## config.mk

```make
export PLATFORM = sky130hd
export DESIGN_NAME = monitor_symbol_encoder
export DESIGN_NICKNAME = d
export VERILOG_FILES = /design/src/rtl/monitor_sym_pkg.sv /design/src/rtl/monitor_evt_fifo.sv /design/src/rtl/monitor_symbol_encoder.sv
export SDC_FILE = /design/constraint.sdc
export NUM_CORES = 1
export LEC_CHECK = 0
export CAP_MARGIN = 20
export CORE_UTILIZATION = 45
export DETAILED_ROUTE_END_ITERATION = 10
export GPL_TIMING_DRIVEN = 0
export PLACE_DENSITY = 0.65
export SYNTH_ARGS = -nofsm -noshare
export SYNTH_HDL_FRONTEND = slang
export SYNTH_HIERARCHICAL = 1
export SYNTH_SLANG_ARGS = --single-unit
```

## constraint.sdc

```tcl
create_clock -name clk -period 2.8 [get_ports clk]
set_input_delay 0.84 -clock clk [delete_from_list [all_inputs] [get_ports clk]]
set_output_delay 0.84 -clock clk [all_outputs]
set_load 0.05 [all_outputs]
```

## src/rtl/monitor_sym_pkg.sv

```systemverilog
// Shared types and constants for the runtime-monitor symbol encoder.
// SEP is always declared; it is only reachable when MON_SEP_EN is defined.
package monitor_sym_pkg;

  typedef logic [7:0] symbol_t;

  localparam symbol_t SYM_BASE_DEF = 8'h01;
  localparam symbol_t SYM_NULL_DEF = 8'h00;
  localparam symbol_t SYM_SEP_DEF  = 8'hFF;

  // Widest event vector the index helper can scan.
  localparam int MAX_EVT = 32;

  typedef enum logic [1:0] {
    IDLE = 2'd0,
    EMIT = 2'd1,
    SEP  = 2'd2
  } enc_state_e;

  function automatic symbol_t lsb_index(input logic [MAX_EVT-1:0] v);
    lsb_index = '0;
    for (int i = MAX_EVT - 1; i >= 0; i--) begin
      if (v[i]) lsb_index = symbol_t'(i);
    end
  endfunction

endpackage

```

## src/rtl/monitor_evt_fifo.sv

```systemverilog
// Event-vector FIFO: power-of-2 depth, registered full/empty, synchronous clear.
// A push while full is dropped even if a pop happens in the same cycle.
module monitor_evt_fifo #(
  parameter int W     = 8,
  parameter int DEPTH = 4
) (
  input  logic         clk,
  input  logic         reset_n,
  input  logic         clear,
  input  logic         push,
  input  logic         pop,
  input  logic [W-1:0] wdata,
  output logic [W-1:0] rdata,
  output logic         full,
  output logic         empty
);

  localparam int AW = $clog2(DEPTH);

  if (DEPTH < 2 || (DEPTH & (DEPTH - 1)) != 0) begin : g_chk_depth
    $error("monitor_evt_fifo: DEPTH must be a power of 2 and >= 2");
  end

  logic [W-1:0] mem_q [DEPTH];
  logic [AW:0]  wr_q, wr_d, rd_q, rd_d;
  logic         full_q, empty_q;
  logic         do_push, do_pop;

  assign do_push = push && !full_q;
  assign do_pop  = pop && !empty_q;
  assign wr_d    = wr_q + (AW+1)'(do_push);
  assign rd_d    = rd_q + (AW+1)'(do_pop);

  always_ff @(posedge clk or negedge reset_n) begin
    if (!reset_n) begin
      wr_q    <= '0;
      rd_q    <= '0;
      full_q  <= 1'b0;
      empty_q <= 1'b1;
    end else if (clear) begin
      wr_q    <= '0;
      rd_q    <= '0;
      full_q  <= 1'b0;
      empty_q <= 1'b1;
    end else begin
      wr_q    <= wr_d;
      rd_q    <= rd_d;
      // Pointers carry one wrap bit: equal index with differing wrap bit means full.
      full_q  <= (wr_d[AW] != rd_d[AW]) && (wr_d[AW-1:0] == rd_d[AW-1:0]);
      empty_q <= (wr_d == rd_d);
    end
  end

  always_ff @(posedge clk) begin
    if (do_push) mem_q[wr_q[AW-1:0]] <= wdata;
  end

  assign rdata = mem_q[rd_q[AW-1:0]];
  assign full  = full_q;
  assign empty = empty_q;

endmodule

```

## src/rtl/monitor_symbol_encoder.sv

```systemverilog
// Serializes buffered multi-hot event vectors into one 8-bit monitor symbol per cycle.
// Define MON_SEP_EN to append SYM_SEP after every nonzero vector.
module monitor_symbol_encoder
  import monitor_sym_pkg::*;
#(
  parameter int      NUM_EVT  = 8,
  parameter int      DEPTH    = 4,
  parameter symbol_t SYM_BASE = SYM_BASE_DEF,
  parameter symbol_t SYM_NULL = SYM_NULL_DEF,
  parameter symbol_t SYM_SEP  = SYM_SEP_DEF
) (
  input  logic               clk,
  input  logic               reset_n,
  input  logic               evt_valid,
  output logic               evt_ready,
  input  logic [NUM_EVT-1:0] evt_bits,
  input  logic               flush,
  output symbol_t            symbols,
  output logic               run,
  output logic               mon_reset,
  output logic [15:0]        sym_count,
  output enc_state_e         dbg_state
);

  localparam int EVT_LAST = int'(SYM_BASE) + NUM_EVT - 1;

  if (NUM_EVT < 1 || NUM_EVT > MAX_EVT) begin : g_chk_width
    $error("monitor_symbol_encoder: NUM_EVT out of range");
  end
  if (EVT_LAST > 'hFE) begin : g_chk_base
    $error("monitor_symbol_encoder: event symbols overflow 8'hFE");
  end
  if (int'(SYM_NULL) >= int'(SYM_BASE) && int'(SYM_NULL) <= EVT_LAST) begin : g_chk_null
    $error("monitor_symbol_encoder: SYM_NULL collides with event range");
  end
  if (int'(SYM_SEP) >= int'(SYM_BASE) && int'(SYM_SEP) <= EVT_LAST) begin : g_chk_sep
    $error("monitor_symbol_encoder: SYM_SEP collides with event range");
  end

`ifdef MON_SEP_EN
  localparam enc_state_e AFTER_LAST = SEP;
`else
  localparam enc_state_e AFTER_LAST = IDLE;
`endif

  // Handshake: a vector transfers on a rising clk edge where evt_valid && evt_ready;
  // evt_ready depends only on registered FIFO state and flush, never on evt_valid.
  logic               fifo_full, fifo_empty, fifo_push, fifo_pop;
  logic [NUM_EVT-1:0] fifo_rdata;

  assign evt_ready = !fifo_full && !flush;
  assign fifo_push = evt_valid && evt_ready;

  monitor_evt_fifo #(
    .W     (NUM_EVT),
    .DEPTH (DEPTH)
  ) u_fifo (
    .clk     (clk),
    .reset_n (reset_n),
    .clear   (flush),
    .push    (fifo_push),
    .pop     (fifo_pop),
    .wdata   (evt_bits),
    .rdata   (fifo_rdata),
    .full    (fifo_full),
    .empty   (fifo_empty)
  );

  enc_state_e         state_q, state_d;
  logic [NUM_EVT-1:0] cur_q, cur_d;
  logic [NUM_EVT-1:0] src_vec, src_rest;
  symbol_t            symbols_q, symbols_d, evt_sym;
  logic               run_q, run_d;
  logic               mon_reset_q;
  logic [15:0]        sym_count_q;

  // The first symbol of a vector goes out on the pop itself, so cur holds only what is left.
  assign src_vec  = (state_q == IDLE) ? fifo_rdata : cur_q;
  assign src_rest = src_vec & (src_vec - NUM_EVT'(1));
  assign evt_sym  = SYM_BASE + lsb_index(MAX_EVT'(src_vec));

  always_comb begin
    state_d   = state_q;
    cur_d     = cur_q;
    symbols_d = symbols_q;
    run_d     = 1'b0;
    fifo_pop  = 1'b0;
    case (state_q)
      IDLE: begin
        if (!fifo_empty) begin
          fifo_pop = 1'b1;
          run_d    = 1'b1;
          if (fifo_rdata == '0) begin
            symbols_d = SYM_NULL;
          end else begin
            symbols_d = evt_sym;
            cur_d     = src_rest;
            state_d   = (src_rest == '0) ? AFTER_LAST : EMIT;
          end
        end
      end
      EMIT: begin
        run_d     = 1'b1;
        symbols_d = evt_sym;
        cur_d     = src_rest;
        if (src_rest == '0) state_d = AFTER_LAST;
      end
`ifdef MON_SEP_EN
      SEP: begin
        run_d     = 1'b1;
        symbols_d = SYM_SEP;
        state_d   = IDLE;
      end
`endif
      default: state_d = IDLE;
    endcase
  end

  always_ff @(posedge clk or negedge reset_n) begin
    if (!reset_n) begin
      state_q     <= IDLE;
      cur_q       <= '0;
      symbols_q   <= '0;
      run_q       <= 1'b0;
      mon_reset_q <= 1'b1;
      sym_count_q <= '0;
    end else if (flush) begin
      // Symbols keep their last value; everything in flight is dropped.
      state_q     <= IDLE;
      cur_q       <= '0;
      run_q       <= 1'b0;
      mon_reset_q <= 1'b1;
      sym_count_q <= '0;
    end else begin
      state_q     <= state_d;
      cur_q       <= cur_d;
      symbols_q   <= symbols_d;
      run_q       <= run_d;
      mon_reset_q <= 1'b0;
      sym_count_q <= sym_count_q + 16'(run_d);
    end
  end

  assign symbols   = symbols_q;
  assign run       = run_q;
  assign mon_reset = mon_reset_q;
  assign sym_count = sym_count_q;
  assign dbg_state = state_q;

endmodule
```

==> key figures, run 1 <==
Detailed routing
  • Via count: 2128
  • Vias per cell: 5.23
  • Post-DR wirelength/cell: 14.7 um
  • Drt pass-1 iters: 4
  • Total wire length: 5980 um
  • Post-route ant nets: 0
  • DRT iter0 DRCs: 67
  • Drt drc: 0

STA
  • Max_slew headroom: 0.428
  • Pins Over Slew Limit: 0
  • Final Hold Vio Count: 0
  • Setup_tns: 0 ns
  • Final Setup Violations: 0
  • Max Freq: 0.377 GHz
  • Worst hold slack: between 0.4 and 0.5 ns
  • Worst Tran Pin Value: 0.857 ns
  • Final Skew: 0.00840 ns
  • Setup ws final: ~0.15 ns
  • RSZ-0062 raised after global routing: false
  • Tmin final: around 2.7 ns
  • Tcrit/Tclk final: 0.946

Yosys
  • Top post-synthesis cells by area: edfxtp_1, dfrtp_1, mux4_2, nor2_1, ha_1
  • FFs w/ async S/R, synth: 0.543
  • Post-synth EDFFs: 32
  • Share of the synthesized area in the top cell type: 0.294
  • Ys Warns: 6
  • Post-Syn Instances: 256
  • Sequential area share after synthesis: 0.586
  • Prevailing post-synth register cell: dfrtp_1
  • Yosys top cell by area: edfxtp_1
  • Avg Cell Area, Syn: 12.8 um^2
  • Netlist Area Pre-Place: 3270 um^2
  • Yosys reg bits: 70
  • Netlist cell types: slightly below 60

Clock tree
  • # clock sinks: 70
  • Clock Root Buffer: clkbuf_8
  • CTS tree: done
  • H-tree depth: 3
  • Post-CTS setup buffer count: 0
  • Total CTS buffers: 9
  • # hold bufs at CTS: 0
  • Maximum clock path buffer count: 2
  • Clock latency on the worst-skew pair: around 0.35 ns
  • Clock slew at reported path FFs: 0.08 ns

Floorplan
  • Die X: 87.2 um
  • Initial Utilization: 0.473
  • Rows: 30
  • IO Pins: 41
  • Core area: 6910 um^2
  • Die Ht: 87.2 um
  • Die ar.: 7600 um^2

Global routing
  • Number of antenna violations at the first check in global routing: 0
  • Largest net degree at the start of global routing: 39
  • Vias in the first global route: 2021
  • GR Overflow Total: 0
  • First-pass GRT wire length: 9900 um
  • Total global-route track usage: 0.178

Power
  • Power Total: 2.96 mW
  • Peak supply drop: 0.315 mV
  • Leakage: 1.56 nW
  • Power per cell area: ~740 nW/um^2

Final layout
  • Multi-input gate area: 1290 um^2
  • Register Area: roughly 1900 um^2
  • Final Util: 0.577
  • Final instance area: 3990 um^2
  • Final nets: 325
  • Layout area overhead: 22.0%
  • Final std cells w/o fill: 407
  • N_diodes: 0
  • Fraction of layout cells with a size suffix above 1: 0.177
  • Layout fillers: 585

Worst setup path
  • Data required, critical path: between 1.5 and 2 ns
  • Critical Path Source Type: primary input
  • Arr. time, crit path: approximately 1.8 ns
  • CP max FO: 13
  • Endpoint type of the worst setup path: output port
  • WS Path Type: in2out

Place
  • Placer Congestion: around 0.82
  • PortBufs: 35
  • Detailed Place HPWL: about 4100 um
  • Placed Area: about 3800 um^2
  • Cells after DPL: 391
  • Dpl ws: -0.878 ns

Min path
  • Hold crit path type: reg2reg

Job
  • Max Cap Viol: 0

Run status
  • Status: complete, no violations
layout by cell type (no fill, tap or decap), types with 3 or more instances in the layout:
master           synthesis  layout
o32a_1                   3       3
a32o_1                   3       3
nand2_1                 19      19
clkinvlp_4               0       4
edfxtp_1                32      32
nor2b_1                  8       7
conb_1                   1       5
nand4_1                  4       4
nand2b_1                 3       3
o21ai_0                  5       5
xnor2_1                 10      10
clkbuf_8                 0       9
a21oi_1                  7       7
nor2_1                  24      22
clkdlybuf4s50_1          0      32
mux4_2                   8       8
and2_1                   3       3
and3_1                   5       5
xor2_1                   9       9
o21ai_1                  4       4
buf_4                    6       6
inv_1                    4       4
nand3_1                  8       8
ha_1                     7       7
nor3_1                   4       4
buf_2                    1       3
dfrtp_1                 36      36
timing repair:
| action | CTS | global route |
|---|---|---|
| resized for setup | 7 | 5 |
| pin swaps | 0 | 0 |
| setup endpoints to repair | 37 | 19 |
| endpoints found under the hold margin | 0 | 0 |
state kept, by name, indices dropped and copies added (netlist names):
| name | flops |
|---|---|
| run | 1 |
| u_fifo/wr_q | 3 |
| u_fifo/rd_q | 3 |
| u_fifo/mem_q | 32 |
| cur_q | 7 |
| symbols | 4 |
| u_fifo/empty | 1 |
| sym_count | 16 |
| u_fifo/full | 1 |
| dbg_state | 1 |
| mon_reset | 1 |
synthesized netlist by cell type (2+ instances only):
cell,count
xnor2_1,10
and2_1,3
inv_2,2
a22o_1,2
xor2_1,9
nand2b_1,3
mux2i_1,2
and3_1,5
nor2_1,24
nor3_1,4
dfstp_2,2
a31oi_1,2
or3_1,2
o21ai_1,4
a21oi_1,7
o32a_1,3
nor2b_1,8
a21o_1,2
clkbuf_1,2
nand4_1,4
dfrtp_1,36
ha_1,7
buf_4,6
edfxtp_1,32
o21ai_0,5
a32o_1,3
mux4_2,8
nand3_1,8
nand2_1,19
inv_1,4
layer usage:
| metal | vias up | share of wire | track usage |
|---|---|---|---|
| li1 | 1033 | - | - |
| met1 | 1033 | 0.47 | 0.230 |
| met2 | 52 | 0.48 | 0.278 |
| met3 | 10 | 0.040 | 0.0597 |
| met4 | 0 | 0.012 | 0.0671 |
| met5 | - | 0 | 0 |
worst paths after layout:
check	depth (start not counted)	slack (ns)	startpoint	to
worst max-delay path	4	0.15	flush	evt_ready
worst min-delay path	2	0.49	symbols[0]	symbols[0]
worst max register to register	7	0.21	u_fifo/rd_q[0]	cur_q[7]
worst min register to register	2	0.49	symbols[0]	symbols[0]
max in group asynchronous	1	1.67	reset_n	u_fifo/rd_q[2]
min in group asynchronous	1	0.59	reset_n	sym_count[7]
final cells by class:
class,count,share of cell area
Multi-Input combinational cell,172,0.323
Clock buffer,9,0.0311
Tap cell,96,0.0301
Timing Repair Buffer,35,0.0857
Sequential cell,70,0.480
Buffer,11,0.0188
Inverter,7,0.00659
Clock inverter,7,0.0248
where the power goes:
part / leakage [nW] / total [mW] / internal (mW) / switching [mW]
registers: 0.804 / 1.22 / 1.15 / 0.0640
logic: 0.657 / 0.837 / 0.328 / 0.509
clock network: 0.0977 / 0.903 / 0.502 / 0.401
total: 1.56 / 2.96 / 1.98 / 0.974
critical path, stage by stage:
cell	delay [ns]
clkdlybuf4s15_2	0.30
clkbuf_2	0.25
nor2_2	0.14
buf_2	0.27
logic make-up after synthesis:
group,after synthesis,synth area share
AND/OR/NAND/NOR,90,0.144
flip-flops,70,0.586
AO/OA/AOI/OAI,39,0.0923
XOR/XNOR,19,0.0509
buffers and inverters,18,0.0306
multiplexers,11,0.0647
adder cells (fa/ha/maj),8,0.0299
other,1,0.00115
(Power assumes the default switching activity.)
==> run 2: changes to the inputs <==
--- a/config.mk
+++ b/config.mk
@@ -5,11 +5,13 @@
 export SDC_FILE = /design/constraint.sdc
 export NUM_CORES = 1
 export LEC_CHECK = 0
+export ABC_AREA = 0
 export CAP_MARGIN = 20
 export CORE_UTILIZATION = 45
 export DETAILED_ROUTE_END_ITERATION = 10
 export GPL_TIMING_DRIVEN = 0
-export PLACE_DENSITY = 0.65
+export PLACE_DENSITY = 0.67
+export SLEW_MARGIN = 10
 export SYNTH_ARGS = -nofsm -noshare
 export SYNTH_HDL_FRONTEND = slang
 export SYNTH_HIERARCHICAL = 1
==> constraint.sdc (replaced) <==
create_clock -name clk -period 2.2 [get_ports clk]
set_input_delay 0.66 -clock clk [delete_from_list [all_inputs] [get_ports clk]]
set_output_delay 0.66 -clock clk [all_outputs]
set_load 0.05 [all_outputs]
==> key figures, run 2 (synthesized netlist as in run 1, its figures left out) <==
Final layout
  • Fraction of layout cells with a size suffix above 1: 0.274 (+0.0967)
  • Layout fillers: 559 (-4.4%)
  • Register Area: 1920 um^2 (about the same)
  • Most common cell after layout, fill and taps aside: dfrtp_1
  • Max reg flops: 32 (unchanged)
  • Final Util: 0.621 (+0.0435)
  • Most frequent cells in the layout: dfrtp_1, edfxtp_1, buf_4
  • Final std cells w/o fill: 425 (+4.4%)
  • Final nets: 343 (+5.5%)
  • N_diodes: 0 (unchanged)
  • Layout area overhead: 31.2%
  • Multi-input gate area: 1440 um^2 (+12%)

STA
  • Worst Tran Pin Value: 0.660 ns (-0.198 ns)
  • Setup_tns: -1.41 ns (-1.41 ns)
  • Tcrit/Tclk final: 1.08
  • Final Setup Violations: 11 (+11)
  • Setup ws final: -0.175 ns (-0.324 ns)
  • Final Skew: 0.00798 ns (-0.000423 ns)
  • Tmin final: 2.37 ns
  • Max Freq: 0.421 GHz
  • Final Hold Vio Count: 0 (unchanged)
  • Pins Over Slew Limit: 0 (unchanged)
  • Max_slew headroom: 0.557 (+0.128)
  • RSZ-0062 raised after global routing: true

Place
  • Dpl ws: -1.01 ns (-0.131 ns)
  • PortBufs: 35 (unchanged)
  • Detailed Place HPWL: 4360 um (+5.2%)
  • Placer Congestion: 0.820 (-0.55%)
  • Cells after DPL: 392 (+0.26%)

Clock tree
  • # clock sinks: 70 (unchanged)
  • Total CTS buffers: 9 (unchanged)
  • CTS tree: done
  • Clock latency on the worst-skew pair: 0.34 ns (about the same)
  • H-tree depth: 3 (unchanged)
  • Maximum clock path buffer count: 2 (unchanged)
  • Clock Root Buffer: clkbuf_8
  • Clock slew at reported path FFs: 0.08 ns (about the same)

Floorplan
  • Core area: 6910 um^2 (unchanged)
  • Die ar.: 7600 um^2 (unchanged)
  • IO Pins: 41 (unchanged)
  • Die Ht: 87.2 um (unchanged)
  • Initial Utilization: 0.473 (unchanged)
  • Rows: 30 (unchanged)
  • Die X: 87.2 um (unchanged)

Worst setup path
  • WP depth: 7 (+3)
  • WS Path Type: reg2reg
  • Data required, critical path: 2.43 ns (+0.47 ns)
  • Buf/Inv on CP: 1 (-2)
  • Critical path cell sequence: buf_6, mux4_2, or3_4, a22oi_2, nand2_2, a21o_1, a32o_1
  • CP max FO: 8 (-5)
  • R2R setup slack: -0.17 ns (-0.38 ns)
  • Reg-to-Reg End: cur_q[6]
  • Setup crit end: cur_q[6]
  • Slowest CP cell: mux4_2
  • CP peak stage delay: 0.56 ns (+0.26 ns)
  • CP startpoint: u_fifo/rd_q[0]
  • Critical Path Source Type: flop
  • Endpoint type of the worst setup path: flop
  • Cell family with the largest share of critical-path delay: compound AO/OA/AOI/OAI gates
  • R2R depth: 7 (unchanged)
  • Arr. time, crit path: 2.60 ns (+0.79 ns)
  • Worst R2R Start: u_fifo/rd_q[0]

Power
  • Net Sw Power: 1.29 mW (+32%)
  • Power per cell area: 908 nW/um^2 (+22%)
  • Sequential share of power: 0.400 (-0.012)
  • Power Internal: 2.61 mW (+31%)
  • Peak supply drop: 0.511 mV (+62%)
  • Net Sw Frac: 0.331 (+0.00145)
  • Power Total: 3.89 mW (+32%)
  • Clock power frac: 0.286 (-0.019)
  • Comb pwr share: 0.314 (+0.031)
  • Leakage: 1.77 nW (+13%)

Detailed routing
  • Drt pass-1 iters: 4 (unchanged)
  • Via count: 2215 (+4.1%)
  • Post-route ant nets: 0 (unchanged)
  • Post-DR wirelength/cell: 15.2 um (+3.5%)
  • Vias per cell: 5.21 (-0.32%)
  • DRT iter0 DRCs: 130 (+94%)
  • Drt drc: 0 (unchanged)
  • Total wire length: 6470 um (+8.1%)

Global routing
  • Largest net degree at the start of global routing: 21 (-46%)
  • Vias in the first global route: 2208 (+9.3%)
  • GR Overflow Total: 0 (unchanged)
  • Total global-route track usage: 0.189 (+0.0111)
  • First-pass GRT wire length: 10700 um (+8.4%)
  • Number of antenna violations at the first check in global routing: 0 (unchanged)

Run status
  • Status: finished with violations
  • Violated checks: negative setup slack

Min path
  • Hold crit path type: in2async

Job
  • Max Cap Viol: 0 (unchanged)
## run 2: cell count changes in the layout (fill, tap and decap cells not counted), sizes merged
cell	previous run	this run
clkdlybuf4s15	1	0
clkinv	2	4
clkinvlp	4	2
buf	10	29
clkdlybuf4s50	32	14
dlygate4sd2	0	18
## run 2: layout make-up
| cell class | count | area share |
|---|---|---|
| Sequential cell | 70 | 0.447 |
| Clock inverter | 7 | 0.0207 |
| Inverter | 7 | 0.00613 |
| Buffer | 11 | 0.0228 |
| Multi-Input combinational cell | 172 | 0.335 |
| Timing Repair Buffer | 53 | 0.112 |
| Clock buffer | 9 | 0.0289 |
| Tap cell | 96 | 0.0280 |
## run 2: what timing repair did
action / in CTS / in global routing
setup buffers: 16 / 1
pin swaps: 21 / 5
endpoints found under the setup margin: 68 / 43
hold buffers: 0 / 0
gates resized for setup: 45 / 8
## run 2: worst register-to-register path: cells and delay by family (launching register included)
kind	cells	cell delay, ns
flip-flops	1	0.37
AO/OA/AOI/OAI	3	0.62
buffers and inverters	1	0.16
AND/OR/NAND/NOR	2	0.55
multiplexers	1	0.57
## run 2: how the worst min path moves through the flow
stage	start	to	slack (ns)	depth (start not counted)
floorplan	reset_n	cur_q[1]	0.36	0
global placement	symbols[1]	symbols[1]	0.47	2
detailed placement	symbols[1]	symbols[1]	0.47	2
CTS	reset_n	sym_count[8]	0.27	1
global route	reset_n	sym_count[8]	0.29	1
finish	reset_n	sym_count[8]	0.27	1
## run 2: routing by layer
metal / part of all wire / up-vias / track usage
li1: - / 1068 / -
met5: 0 / - / 0
met3: 0.035 / 12 / 0.0427
met1: 0.45 / 1084 / 0.238
met4: 0.016 / 0 / 0.0849
met2: 0.50 / 51 / 0.311
## run 2: through the flow
step | hold slack (ns) | area [um^2]
global route | 0.288 | 4290
CTS | 0.272 | 4250
global placement | 0.466 | 3830
detailed placement | 0.470 | 3860
finish | 0.273 | 4290
floorplan | 0.364 | 3360
## run 2: power by group through the flow
stage | registers (mW) | clock network, mW | logic [mW]
5_1_grt | 1.57 | 1.19 | 1.32
3_3_place_gp | 1.58 | 0 | 1.07
4_1_cts | 1.55 | 1.14 | 1.20
2_1_floorplan | 1.76 | 0 | 0.604
3_5_place_dp | 1.58 | 0 | 1.09
6_report | 1.56 | 1.12 | 1.22
